**config.mk**
```make
export PLATFORM = sky130hd
export DESIGN_NAME = comp_seq_gen_flat
export DESIGN_NICKNAME = d
export VERILOG_FILES = /design/src/rtl/comp_seq_gen_pkg.sv /design/src/rtl/comp_seq_gen_if.sv /design/src/rtl/comp_seq_gen_pair_decode.sv /design/src/rtl/comp_seq_gen.sv /design/src/flat_wrapper.sv
export SDC_FILE = /design/constraint.sdc
export NUM_CORES = 1
export LEC_CHECK = 0
export ABC_CLOCK_PERIOD_IN_PS = 2220
export CORE_MARGIN = 4
export CORE_UTILIZATION = 30
export CTS_BUF_LIST = sky130_fd_sc_hd__clkbuf_4 sky130_fd_sc_hd__clkbuf_8
export DETAILED_ROUTE_END_ITERATION = 8
export HOLD_SLACK_MARGIN = 0.05
export MAX_ROUTING_LAYER = met4
export PLACE_DENSITY_LB_ADDON = 0.12
export SLEW_MARGIN = 40
export SYNTH_ARGS = -nofsm -noshare
export SYNTH_HDL_FRONTEND = slang
export SYNTH_SLANG_ARGS = --single-unit
```
**constraint.sdc**
```tcl
create_clock -name clk -period 2.22 [get_ports clk]
set_input_delay 0.444 -clock clk [delete_from_list [all_inputs] [get_ports clk]]
set_output_delay 0.444 -clock clk [all_outputs]
set_load 0.005 [all_outputs]
```
**src/rtl/comp_seq_gen_pkg.sv**
```systemverilog
// Shared state type, default geometry and sizing helpers for the comp_seq_gen sequencer.
package comp_seq_pkg;

    typedef enum logic [1:0] {
        IDLE   = 2'd0,
        DECODE = 2'd1,
        EMIT   = 2'd2
    } state_t;

    function automatic int num_pairs(input int groups);
        return groups * (groups - 1) / 2;
    endfunction

    function automatic int batch_stride(input int groups, input int loops);
        return groups * loops;
    endfunction

    function automatic int total_beats(input int loops, input int batches);
        return 2 * loops * batches;
    endfunction

    // Counter width for values 0..value-1, never narrower than one bit.
    function automatic int clog2_min1(input int value);
        int w = 1;
        while ((1 << w) < value) w++;
        return w;
    endfunction

    function automatic int unsigned tero_index(input int unsigned g, input int unsigned k,
                                               input int unsigned l, input int unsigned stride,
                                               input int unsigned loops);
        return g * loops + k * stride + l;
    endfunction

    localparam int P            = num_pairs(16);
    localparam int BATCH_STRIDE = batch_stride(16, 8);
    localparam int TOTAL_BEATS  = total_beats(8, 10);

endpackage

```
**src/rtl/comp_seq_gen_if.sv**
```systemverilog
// Request/stream bundle between a controller and comp_seq_gen; slave is the sequencer side.
interface comp_seq_gen_if #(
    parameter int CH_W  = 8,
    parameter int IDX_W = 12
);
    logic             start;
    logic [CH_W-1:0]  challenge_in;
    logic [IDX_W-1:0] tero_idx;
    logic             tero_valid;
    logic             tero_ready;
    logic             tero_last;
    logic             phase;
    logic             busy;
    logic             done;
    logic             err;

    modport master (
        output start, challenge_in, tero_ready,
        input  tero_idx, tero_valid, tero_last, phase, busy, done, err
    );

    modport slave (
        input  start, challenge_in, tero_ready,
        output tero_idx, tero_valid, tero_last, phase, busy, done, err
    );
endinterface

```
**src/rtl/comp_seq_gen_pair_decode.sv**
```systemverilog
// Sequential challenge -> lexicographic group pair (i,j) decoder, one subtraction per step.
module comp_pair_decode
    import comp_seq_pkg::*;
#(
    parameter int NUM_GROUPS = 16,
    parameter int CH_W       = 8,
    parameter int G_W        = clog2_min1(NUM_GROUPS)
) (
    input  logic            clk,
    input  logic            reset,
    input  logic            i_start,
    input  logic [CH_W-1:0] i_challenge,
    input  logic            i_step,
    output logic            o_load,
    output logic            o_hit,
    output logic            o_err,
    output logic [G_W-1:0]  o_i,
    output logic [G_W-1:0]  o_j
);
    localparam int N_PAIRS = num_pairs(NUM_GROUPS);

    logic [G_W-1:0]  r_i;
    logic [CH_W-1:0] r_rem;
    logic            r_err;
    logic [31:0]     w_span;
    logic            w_in_range;

    // Pairs remaining in row i: (i,i+1) .. (i,G-1).
    assign w_span     = 32'(NUM_GROUPS - 1) - 32'(r_i);
    assign w_in_range = 32'(i_challenge) < 32'(N_PAIRS);
    assign o_load     = i_start && w_in_range;
    assign o_hit      = i_step && (32'(r_rem) < w_span);
    assign o_err      = r_err;
    assign o_i        = r_i;
    assign o_j        = G_W'(32'(r_i) + 32'(r_rem) + 32'd1);

    always_ff @(posedge clk or posedge reset) begin
        if (reset) begin
            r_i   <= '0;
            r_rem <= '0;
            r_err <= 1'b0;
        end else begin
            r_err <= i_start && !w_in_range;
            if (o_load) begin
                r_i   <= '0;
                r_rem <= i_challenge;
            end else if (i_step && !o_hit) begin
                r_i   <= r_i + G_W'(1);
                r_rem <= r_rem - CH_W'(w_span);
            end
        end
    end
endmodule

```
**src/rtl/comp_seq_gen.sv**
```systemverilog
// Challenge -> TERO index streamer: decodes a pair and emits 2*L*B indices over valid/ready.
// Optional macro COMP_SEQ_INTERLEAVE_EN: emit i/j beats alternately per (k,l) point.
module comp_seq_gen
    import comp_seq_pkg::*;
#(
    parameter int NUM_GROUPS      = 16,
    parameter int LOOPS_PER_GROUP = 8,
    parameter int NUM_BATCHES     = 10,
    parameter int CH_W            = 8,
    parameter int IDX_W           = 12
) (
    input logic          clk,
    input logic          reset,
    comp_seq_gen_if.slave bus
);
    localparam int STRIDE = batch_stride(NUM_GROUPS, LOOPS_PER_GROUP);
    localparam int G_W    = clog2_min1(NUM_GROUPS);
    localparam int K_W    = clog2_min1(NUM_BATCHES);
    localparam int L_W    = clog2_min1(LOOPS_PER_GROUP);

    if ((64'd1 << IDX_W) < 64'(NUM_GROUPS * LOOPS_PER_GROUP * NUM_BATCHES)) begin : g_idx_w_chk
        $error("IDX_W too narrow for NUM_GROUPS*LOOPS_PER_GROUP*NUM_BATCHES");
    end
    if ((64'd1 << CH_W) < 64'(num_pairs(NUM_GROUPS))) begin : g_ch_w_chk
        $error("CH_W too narrow for the number of group pairs");
    end

    state_t           r_state, w_state_nxt;
    logic [G_W-1:0]   r_gi, r_gj, w_i, w_j, w_g_nxt;
    logic [K_W-1:0]   r_k, w_k_nxt;
    logic [L_W-1:0]   r_l, w_l_nxt;
    logic             r_phase, r_valid, r_last, r_done;
    logic [IDX_W-1:0] r_idx;
    logic             w_start_req, w_load, w_hit, w_err, w_accept, w_ph_nxt, w_last_nxt;

    assign w_start_req = bus.start && (r_state == IDLE);
    assign w_accept    = r_valid && bus.tero_ready;

    comp_pair_decode #(
        .NUM_GROUPS (NUM_GROUPS),
        .CH_W       (CH_W),
        .G_W        (G_W)
    ) u_decode (
        .clk         (clk),
        .reset       (reset),
        .i_start     (w_start_req),
        .i_challenge (bus.challenge_in),
        .i_step      (r_state == DECODE),
        .o_load      (w_load),
        .o_hit       (w_hit),
        .o_err       (w_err),
        .o_i         (w_i),
        .o_j         (w_j)
    );

    always_ff @(posedge clk or posedge reset) begin
        if (reset) r_state <= IDLE;
        else       r_state <= w_state_nxt;
    end

    always_comb begin
        w_state_nxt = r_state;
        case (r_state)
            IDLE:    if (w_load) w_state_nxt = DECODE;
            DECODE:  if (w_hit) w_state_nxt = EMIT;
            EMIT:    if (w_accept && r_last) w_state_nxt = IDLE;
            default: w_state_nxt = IDLE;
        endcase
    end

    // Position of the beat that follows the one currently presented.
    always_comb begin
        w_k_nxt  = r_k;
        w_l_nxt  = r_l;
        w_ph_nxt = r_phase;
`ifdef COMP_SEQ_INTERLEAVE_EN
        if (!r_phase) begin
            w_ph_nxt = 1'b1;
        end else begin
            w_ph_nxt = 1'b0;
            if (r_k == K_W'(NUM_BATCHES - 1)) begin
                w_k_nxt = '0;
                w_l_nxt = (r_l == L_W'(LOOPS_PER_GROUP - 1)) ? '0 : r_l + L_W'(1);
            end else begin
                w_k_nxt = r_k + K_W'(1);
            end
        end
`else
        if (r_k == K_W'(NUM_BATCHES - 1)) begin
            w_k_nxt = '0;
            if (r_l == L_W'(LOOPS_PER_GROUP - 1)) begin
                w_l_nxt  = '0;
                w_ph_nxt = 1'b1;
            end else begin
                w_l_nxt = r_l + L_W'(1);
            end
        end else begin
            w_k_nxt = r_k + K_W'(1);
        end
`endif
        w_g_nxt    = w_ph_nxt ? r_gj : r_gi;
        w_last_nxt = w_ph_nxt && (w_k_nxt == K_W'(NUM_BATCHES - 1))
                     && (w_l_nxt == L_W'(LOOPS_PER_GROUP - 1));
    end

    always_ff @(posedge clk or posedge reset) begin
        if (reset) begin
            r_gi    <= '0;
            r_gj    <= '0;
            r_k     <= '0;
            r_l     <= '0;
            r_phase <= 1'b0;
            r_valid <= 1'b0;
            r_last  <= 1'b0;
            r_idx   <= '0;
            r_done  <= 1'b0;
        end else begin
            r_done <= 1'b0;
            if (r_state == DECODE && w_hit) begin
                r_gi    <= w_i;
                r_gj    <= w_j;
                r_k     <= '0;
                r_l     <= '0;
                r_phase <= 1'b0;
                r_valid <= 1'b1;
                r_last  <= 1'b0;
                r_idx   <= IDX_W'(tero_index(32'(w_i), 0, 0, STRIDE, LOOPS_PER_GROUP));
            end else if (r_state == EMIT && w_accept) begin
                if (r_last) begin
                    r_valid <= 1'b0;
                    r_last  <= 1'b0;
                    r_phase <= 1'b0;
                    r_idx   <= '0;
                    r_done  <= 1'b1;
                end else begin
                    r_k     <= w_k_nxt;
                    r_l     <= w_l_nxt;
                    r_phase <= w_ph_nxt;
                    r_last  <= w_last_nxt;
                    r_idx   <= IDX_W'(tero_index(32'(w_g_nxt), 32'(w_k_nxt), 32'(w_l_nxt),
                                                 STRIDE, LOOPS_PER_GROUP));
                end
            end
        end
    end

    assign bus.tero_idx   = r_idx;
    assign bus.tero_valid = r_valid;
    assign bus.tero_last  = r_last;
    assign bus.phase      = r_phase;
    assign bus.busy       = (r_state != IDLE);
    assign bus.done       = r_done;
    assign bus.err        = w_err;
endmodule

```
**src/flat_wrapper.sv**
```systemverilog
// flat-port wrapper written by rule: the top's interface ports become plain ports
module comp_seq_gen_flat import comp_seq_pkg::*;
#(
    parameter int NUM_GROUPS      = 16,
    parameter int LOOPS_PER_GROUP = 8,
    parameter int NUM_BATCHES     = 10,
    parameter int CH_W            = 8,
    parameter int IDX_W           = 12
)
  (clk, reset, bus_start, bus_challenge_in, bus_tero_ready, bus_tero_idx, bus_tero_valid, bus_tero_last, bus_phase, bus_busy, bus_done, bus_err);
  comp_seq_gen_if #(.CH_W(CH_W), .IDX_W(IDX_W)) bus_i ();
  input logic clk;
  input logic reset;
  input wire logic [$bits(bus_i.start)-1:0] bus_start;
  input wire logic [$bits(bus_i.challenge_in)-1:0] bus_challenge_in;
  input wire logic [$bits(bus_i.tero_ready)-1:0] bus_tero_ready;
  output wire logic [$bits(bus_i.tero_idx)-1:0] bus_tero_idx;
  output wire logic [$bits(bus_i.tero_valid)-1:0] bus_tero_valid;
  output wire logic [$bits(bus_i.tero_last)-1:0] bus_tero_last;
  output wire logic [$bits(bus_i.phase)-1:0] bus_phase;
  output wire logic [$bits(bus_i.busy)-1:0] bus_busy;
  output wire logic [$bits(bus_i.done)-1:0] bus_done;
  output wire logic [$bits(bus_i.err)-1:0] bus_err;
  assign bus_i.start = bus_start;
  assign bus_i.challenge_in = bus_challenge_in;
  assign bus_i.tero_ready = bus_tero_ready;
  assign bus_tero_idx = bus_i.tero_idx;
  assign bus_tero_valid = bus_i.tero_valid;
  assign bus_tero_last = bus_i.tero_last;
  assign bus_phase = bus_i.phase;
  assign bus_busy = bus_i.busy;
  assign bus_done = bus_i.done;
  assign bus_err = bus_i.err;
  comp_seq_gen #(.NUM_GROUPS(NUM_GROUPS), .LOOPS_PER_GROUP(LOOPS_PER_GROUP), .NUM_BATCHES(NUM_BATCHES), .CH_W(CH_W), .IDX_W(IDX_W)) u_core (.clk(clk), .reset(reset), .bus(bus_i));
endmodule
```
# Yosys cells after proc, flatten, opt, wreduce, memory -nomap -nowiden
# Index checks and enable logic that the tools add are counted.
[word_totals]
out_inout_bits = 18
regBits = 46
wordCells = 90
[op_classes]
addsub = 9
reduce_logical = 21
mux = 35
n_eq_ne = 10
n_lt_le_gt_ge = 2
[ops]
columns = ["operator", "n"]
rows = [
  ["two-way mux 12 bit", 3],
  ["< comparator 8 x 32 -> 1 bit", 1],
  ["two-way mux 4 bit", 7],
  ["two-way mux 8 bit", 2],
  ["two-way mux 3 bit", 5],
  ["two-way mux 1 bit", 14],
  ["adder 12 x 3 -> 12 bit", 1],
  ["adder 4 x 1 -> 4 bit (second input constant)", 3],
  ["adder 7 x 11 -> 12 bit", 1],
  ["logical AND 1 bit", 11],
  ["== test 4 bit (second input constant)", 2],
  ["< comparator 8 x 7 -> 1 bit (second input constant)", 1],
  ["nonzero test 2 bit", 4],
  ["subtractor 8 bit", 1],
  ["== test 3 bit (second input constant)", 2],
  ["two-way mux 2 bit", 3],
  ["one-hot mux 2 bit (3 select lines)", 1],
  ["subtractor 4 x 4 -> 5 bit (first input constant)", 1],
  ["adder 4 bit", 1],
  ["!= test 2 x 1 -> 1 bit (second input constant)", 2],
  ["!= test 2 bit (second input constant)", 2],
  ["AND reduction 2 bit", 2],
  ["adder 3 x 1 -> 3 bit (second input constant)", 1],
  ["AND reduction 3 bit", 1],
  ["other kinds (4)", 5],
]

# Longest topological paths before layout
# Gate-level depths: netlist of run 1.
[depth]
ltp_word = 9
depth_mapped = 10
mapped_depth_nobuf = 8

# Cells and area by module
# A second synthesis of run 1 with hierarchy kept.
[unflattened]
cells_unflattened = 238
hier_area_um2 = 2353.5
[by_module_without_submodules]
columns = ["module", "seq_area_each_um2", "cells_each", "area_per_inst_um2", "n_inst"]
rows = [
  ["comp_seq_gen", 800.8, 148, 1520.2, 1],
  ["comp_pair_decode", 325.3, 90, 833.3, 1],
]

# Worst setup path after synthesis of run 1
# Ideal clock, no wire load.
[synth_timing]
kind = "reg2reg"
from = "reg u_core.u_decode.r_i[0] (netlist: u_core.u_decode.o_i[0])"
to = "reg u_core.u_decode.r_rem[2]"
required_ps = 2097
n_path_buf = 1
arrival_ps = 2287
stages_incl_launch_ff = 10
setup_slack_ps = -190
path_cell_list = "dfrtp_1 inv_1 ha_1 inv_1 fa_1 a21o_1 clkbuf_1 a2111oi_2 o21ai_1 o221a_2"
[synth_via]
elab_chain_len = 6
word_cells_on_any_way = 9
[synth_rtl]
columns = ["element", "line_no", "text"]
rows = [
  ["start: declaration", "comp_seq_gen_pair_decode.sv:22", "logic [G_W-1:0] r_i;"],
  ["start signal: assignment", "comp_seq_gen_pair_decode.sv:48", "r_i <= r_i + G_W'(1);"],
  ["subtractor 4 x 4 -> 5 bit (*)", "comp_seq_gen_pair_decode.sv:29", "assign w_span = 32'(NUM_GROUPS - 1) - 32'(r_i);"],
  ["< comparator 8 x 32 -> 1 bit", "comp_seq_gen_pair_decode.sv:32", "assign o_hit = i_step && (32'(r_rem) < w_span);"],
  ["logical AND 1 bit", "comp_seq_gen_pair_decode.sv:32", ""],
  ["zero test 1 bit", "comp_seq_gen_pair_decode.sv:47", "end else if (i_step && !o_hit) begin"],
  ["logical AND 1 bit", "comp_seq_gen_pair_decode.sv:47", ""],
  ["nonzero test 2 bit (no line)", "--", ""],
  ["end signal: assignment", "comp_seq_gen_pair_decode.sv:46", "r_rem <= i_challenge;"],
  ["end signal: assignment", "comp_seq_gen_pair_decode.sv:49", "r_rem <= r_rem - CH_W'(w_span);"],
  ["end: declaration", "comp_seq_gen_pair_decode.sv:23", "logic [CH_W-1:0] r_rem;"],
]
# Mark *: on every way between the ends. The rest lies on a longest branch, timed or not. The select of a mux whose other input is x is not followed.
# A chain may end at the register's enable or synchronous reset.

# Worst setup path in the final report of run 1
[layout_timing]
from = "reg u_core.u_decode.r_rem[0]"
to = "reg u_core.u_decode.r_rem[3]"
[layout_via]
elab_chain_len = 5
word_cells_on_any_way = 8
[layout_rtl]
columns = ["element", "line_no"]
rows = [
  ["< comparator 8 x 32 -> 1 bit", "comp_seq_gen_pair_decode.sv:32"],
  ["logical AND 1 bit", "comp_seq_gen_pair_decode.sv:32"],
  ["zero test 1 bit", "comp_seq_gen_pair_decode.sv:47"],
  ["logical AND 1 bit", "comp_seq_gen_pair_decode.sv:47"],
  ["nonzero test 2 bit (no line)", "--"],
]
# Several ways; a longest one is shown, not always the timed one. The select of a mux whose other input is x is not followed.

==> results of run 1 <==
kinds of logic (layout without fill, tap and decap cells):
kind of cell               after synthesis  count (layout)
adders and majority gates                8               8
xor gates and xnor gates                 3               3
muxes                                   10              10
other                                    1               1
AOI/OAI and AO/OA                       57              57
and+or+nand+nor                         76              76
DFF                                     45              45
buffers and inverters                   24              84
what timing repair did:
action                                  4_1_cts  5_1_grt
resized for setup                             1       12
setup buffers                                 0        5
endpoints found under the setup margin        2       28
pin swaps                                     1       10
power by group through the flow:
| stage | combinational [uW] | clock, uW | sequential [uW] |
|---|---|---|---|
| final | 253 | 641 | 937 |
| after global routing | 285 | 692 | 948 |
| after CTS | 258 | 661 | 937 |
| after detailed placement | 257 | 0 | 953 |
| after global placement | 254 | 0 | 951 |
| after floorplan | 138 | 0 | 944 |
final timing paths:
check                                         start                       end  slack, ns  cells after the start
min in group clk             u_core.bus.tero_idx[2]    u_core.bus.tero_idx[2]       0.48                      1
max in group asynchronous                     reset             u_core.r_l[2]       1.28                      3
max                        u_core.u_decode.r_rem[0]  u_core.u_decode.r_rem[3]      0.002                      9
max reg2reg                u_core.u_decode.r_rem[0]  u_core.u_decode.r_rem[3]      0.002                      9
min reg2reg                  u_core.bus.tero_idx[2]    u_core.bus.tero_idx[2]       0.48                      1
min                                           reset    u_core.bus.tero_idx[8]       0.43                      2
metrics by stage:
step	std cells	setup TNS [ns]
2_1_floorplan	224	0
3_3_place_gp	370	0
3_5_place_dp	370	0
4_1_cts	378	0
5_1_grt	383	-0.227
6_report	383	0
sequential cells by signal, indices dropped and copies added (netlist names):
| register | cells |
|---|---|
| u_core.bus.tero_idx | 11 |
| u_core.u_decode.r_rem | 8 |
| u_core.r_gi | 4 |
| u_core.r_gj | 4 |
| u_core.r_k | 4 |
| u_core.u_decode.o_i | 4 |
| u_core.r_l | 3 |
| u_core.r_state | 2 |
| u_core.bus.done | 1 |
| u_core.bus.phase | 1 |
| u_core.bus.tero_last | 1 |
| u_core.bus.tero_valid | 1 |
| u_core.u_decode.o_err | 1 |
per-layer routing:
layer	GRT usage (%)	vias up
met3	2.47	5
met1	17.8	871
met4	3.25	0
li1	-	910
met2	19.5	27
met5	-	-
cell usage after synthesis (5+ instances only):
cell	count
o21ai_0	8
dfrtp_1	45
ha_1	7
clkbuf_1	7
nand3_1	10
inv_1	14
a21o_1	13
nor2b_1	5
o221ai_1	5
nand2_1	31
mux2i_1	9
a21oi_1	10
nor2_1	11
final cells by class:
cell class,instances,area (um2)
clock buffers,5,68.8
clock inverters,3,46.3
fillers,752,4230
inverters,14,52.6
multi-input cells,155,1100
flip-flops and latches,45,1130
well taps,99,124
repair buffers,62,548
==> impl_metrics.yaml, run 1 <==
outcome:
  status: "completed"
synth:
  synth-main-ff-cell: "dfrtp_1"
  ys_seq_area_share_pct: 49.9
  async_flop_share_pct: 100
  synth_top_family_by_area: "compound AO/OA/AOI/OAI gates"
  synth_seq_cells: 45
  synth_adder_area_share_pct: 4.77
  synth_top_area_share_pct: 49.9
  synth_area_per_cell_um2: 10.1
  synth-compound-area-share_pct: 18.6
  synth_xor_area_share_pct: 1.16
  synth.area.top_cells: "dfrtp_1, nand2_1, a21o_1"
  yosys.area_share.simple_pct: 16.7
  synth_area_um2: 2260
  synth_mux_area_share_pct: 4.49
  synth_edf_count: 0
  yosysTopAreaCell: "dfrtp_1"
  syn_inst: 224
  synth_cell_type_count: 48
  syn_nets: 244
  ys_warn_count: 0
die:
  die-height_um: 94.7
  rows: 31
  start_util_pct: 31.0
  die_x_um: 94.7
  fp.coreArea_um2: 7290
  die_area_um2: 8980
  io_pins: 30
placement:
  post_dp_cell_area_um2: 2870
  place_ws_ns: 0.0165
  dp_hpwl_mm: 4.01
  numPortBuffers: 28
  gp_congestion: 0.794
clock_network:
  clockBufferDepth: 2
  postCtsHoldBufs: 0
  numCtsBuffers: 5
  h-tree-depth: 2
  clk_pin_slew_worst_paths_ns: 0.10
  clockRootBuffer: "clkbuf_8"
  tritoncts: "yes"
  clkLatencyLatePin_ns: 0.30
  clock-sinks: 45
job:
  max_cap_viol_count: 0
pwr:
  leakagePower_uw: 0.00149
  p_seq_share_pct: 51.2
  intPower_uw: 1370
  switching_share_pct: 25.3
  p_clk_share_pct: 35.0
  p_per_area_nw_per_um2: 598
  vdd_drop_max_v: 0.000215
  combPwrFrac_pct: 13.8
  power.total_uw: 1830
  power.switching_uw: 464
route:
  wl_mm: 5.29
  drtPass1Iterations: 4
  topRoutingLayerUsed: "met4"
  drc: 0
  antenna_left: 0
  via_count: 1813
  dr_wl_met2_mm: 2.45
  viasPerCell: 4.73
  m1WireLength_mm: 2.64
  drtIter0Drc: 40
  avgRoutedWirePerCell_um: 13.8
  route.met3.wl_um: 164
timing:
  finalHoldViolCount: 0
  setup_viol: 0
  fin_crit_sh_pct: 99.9
  slew_violations: 0
  fin_crit_ns: 2.22
  max_slew_margin_pct: 65.0
  worst_slew_pin_slew_ns: 0.520
  max_clock_freq_mhz: 451
  worst_slack_ns: 0.00221
  skew_ns: 0.0115
  rsz0062_at_grt: "true"
  fin_hold_ws_ns: 0.435
cells_and_area:
  drive_above_1_share_pct: 21.5
  num-nets-final: 303
  n_antenna_cell: 0
  layout_common_cells: "dfrtp_1, buf_4, nand2_1, clkdlybuf4s50_1, a21o_1"
  final_util_pct: 42.0
  final_common_cell: "dfrtp_1"
  area_growth_pct: 35.7
  finish.instance_area_um2: 3060
hold_path:
  hp-class: "input port to asynchronous set/reset pin"
grt:
  grt_max_degree: 21
  overflow: 0
  grt_pass1_wl_mm: 8.85
  antenna_found_initial: 0
  grt_use_total_pct: 12.9
  grt_pass1_vias: 1783
critical_path:
  worstPathArrival_ns: 2.42
  cp_max_fo: 6
  critPathMaxStageDelay_ns: 0.39
  cpMostUsedCell: "inv_2"
  critPathBufInv: 3
  crit_type: "flip-flop to flip-flop"
  cp_slowest_cell: "dfrtp_1"
  cp_top_family: "compound AO/OA/AOI/OAI gates"
  crit_chain: "inv_2 > ha_4 > inv_2 > fa_2 > a21o_4 > a2111oi_4 > buf_4 > a21oi_2 > o221a_2"
  required_ns: 2.42
  endpoint_kind: "flip-flop"
  startpoint_type: "flip-flop"
(Power assumes the default switching activity.)
==> run 2, diff against run 1 <==
--- a/config.mk
+++ b/config.mk
@@ -10,7 +10,6 @@
 export CORE_UTILIZATION = 30
 export CTS_BUF_LIST = sky130_fd_sc_hd__clkbuf_4 sky130_fd_sc_hd__clkbuf_8
 export DETAILED_ROUTE_END_ITERATION = 8
-export HOLD_SLACK_MARGIN = 0.05
 export MAX_ROUTING_LAYER = met4
 export PLACE_DENSITY_LB_ADDON = 0.12
 export SLEW_MARGIN = 40
==> results of run 2 <==
Final layout, timing and power as in run 1 (identical DEF).
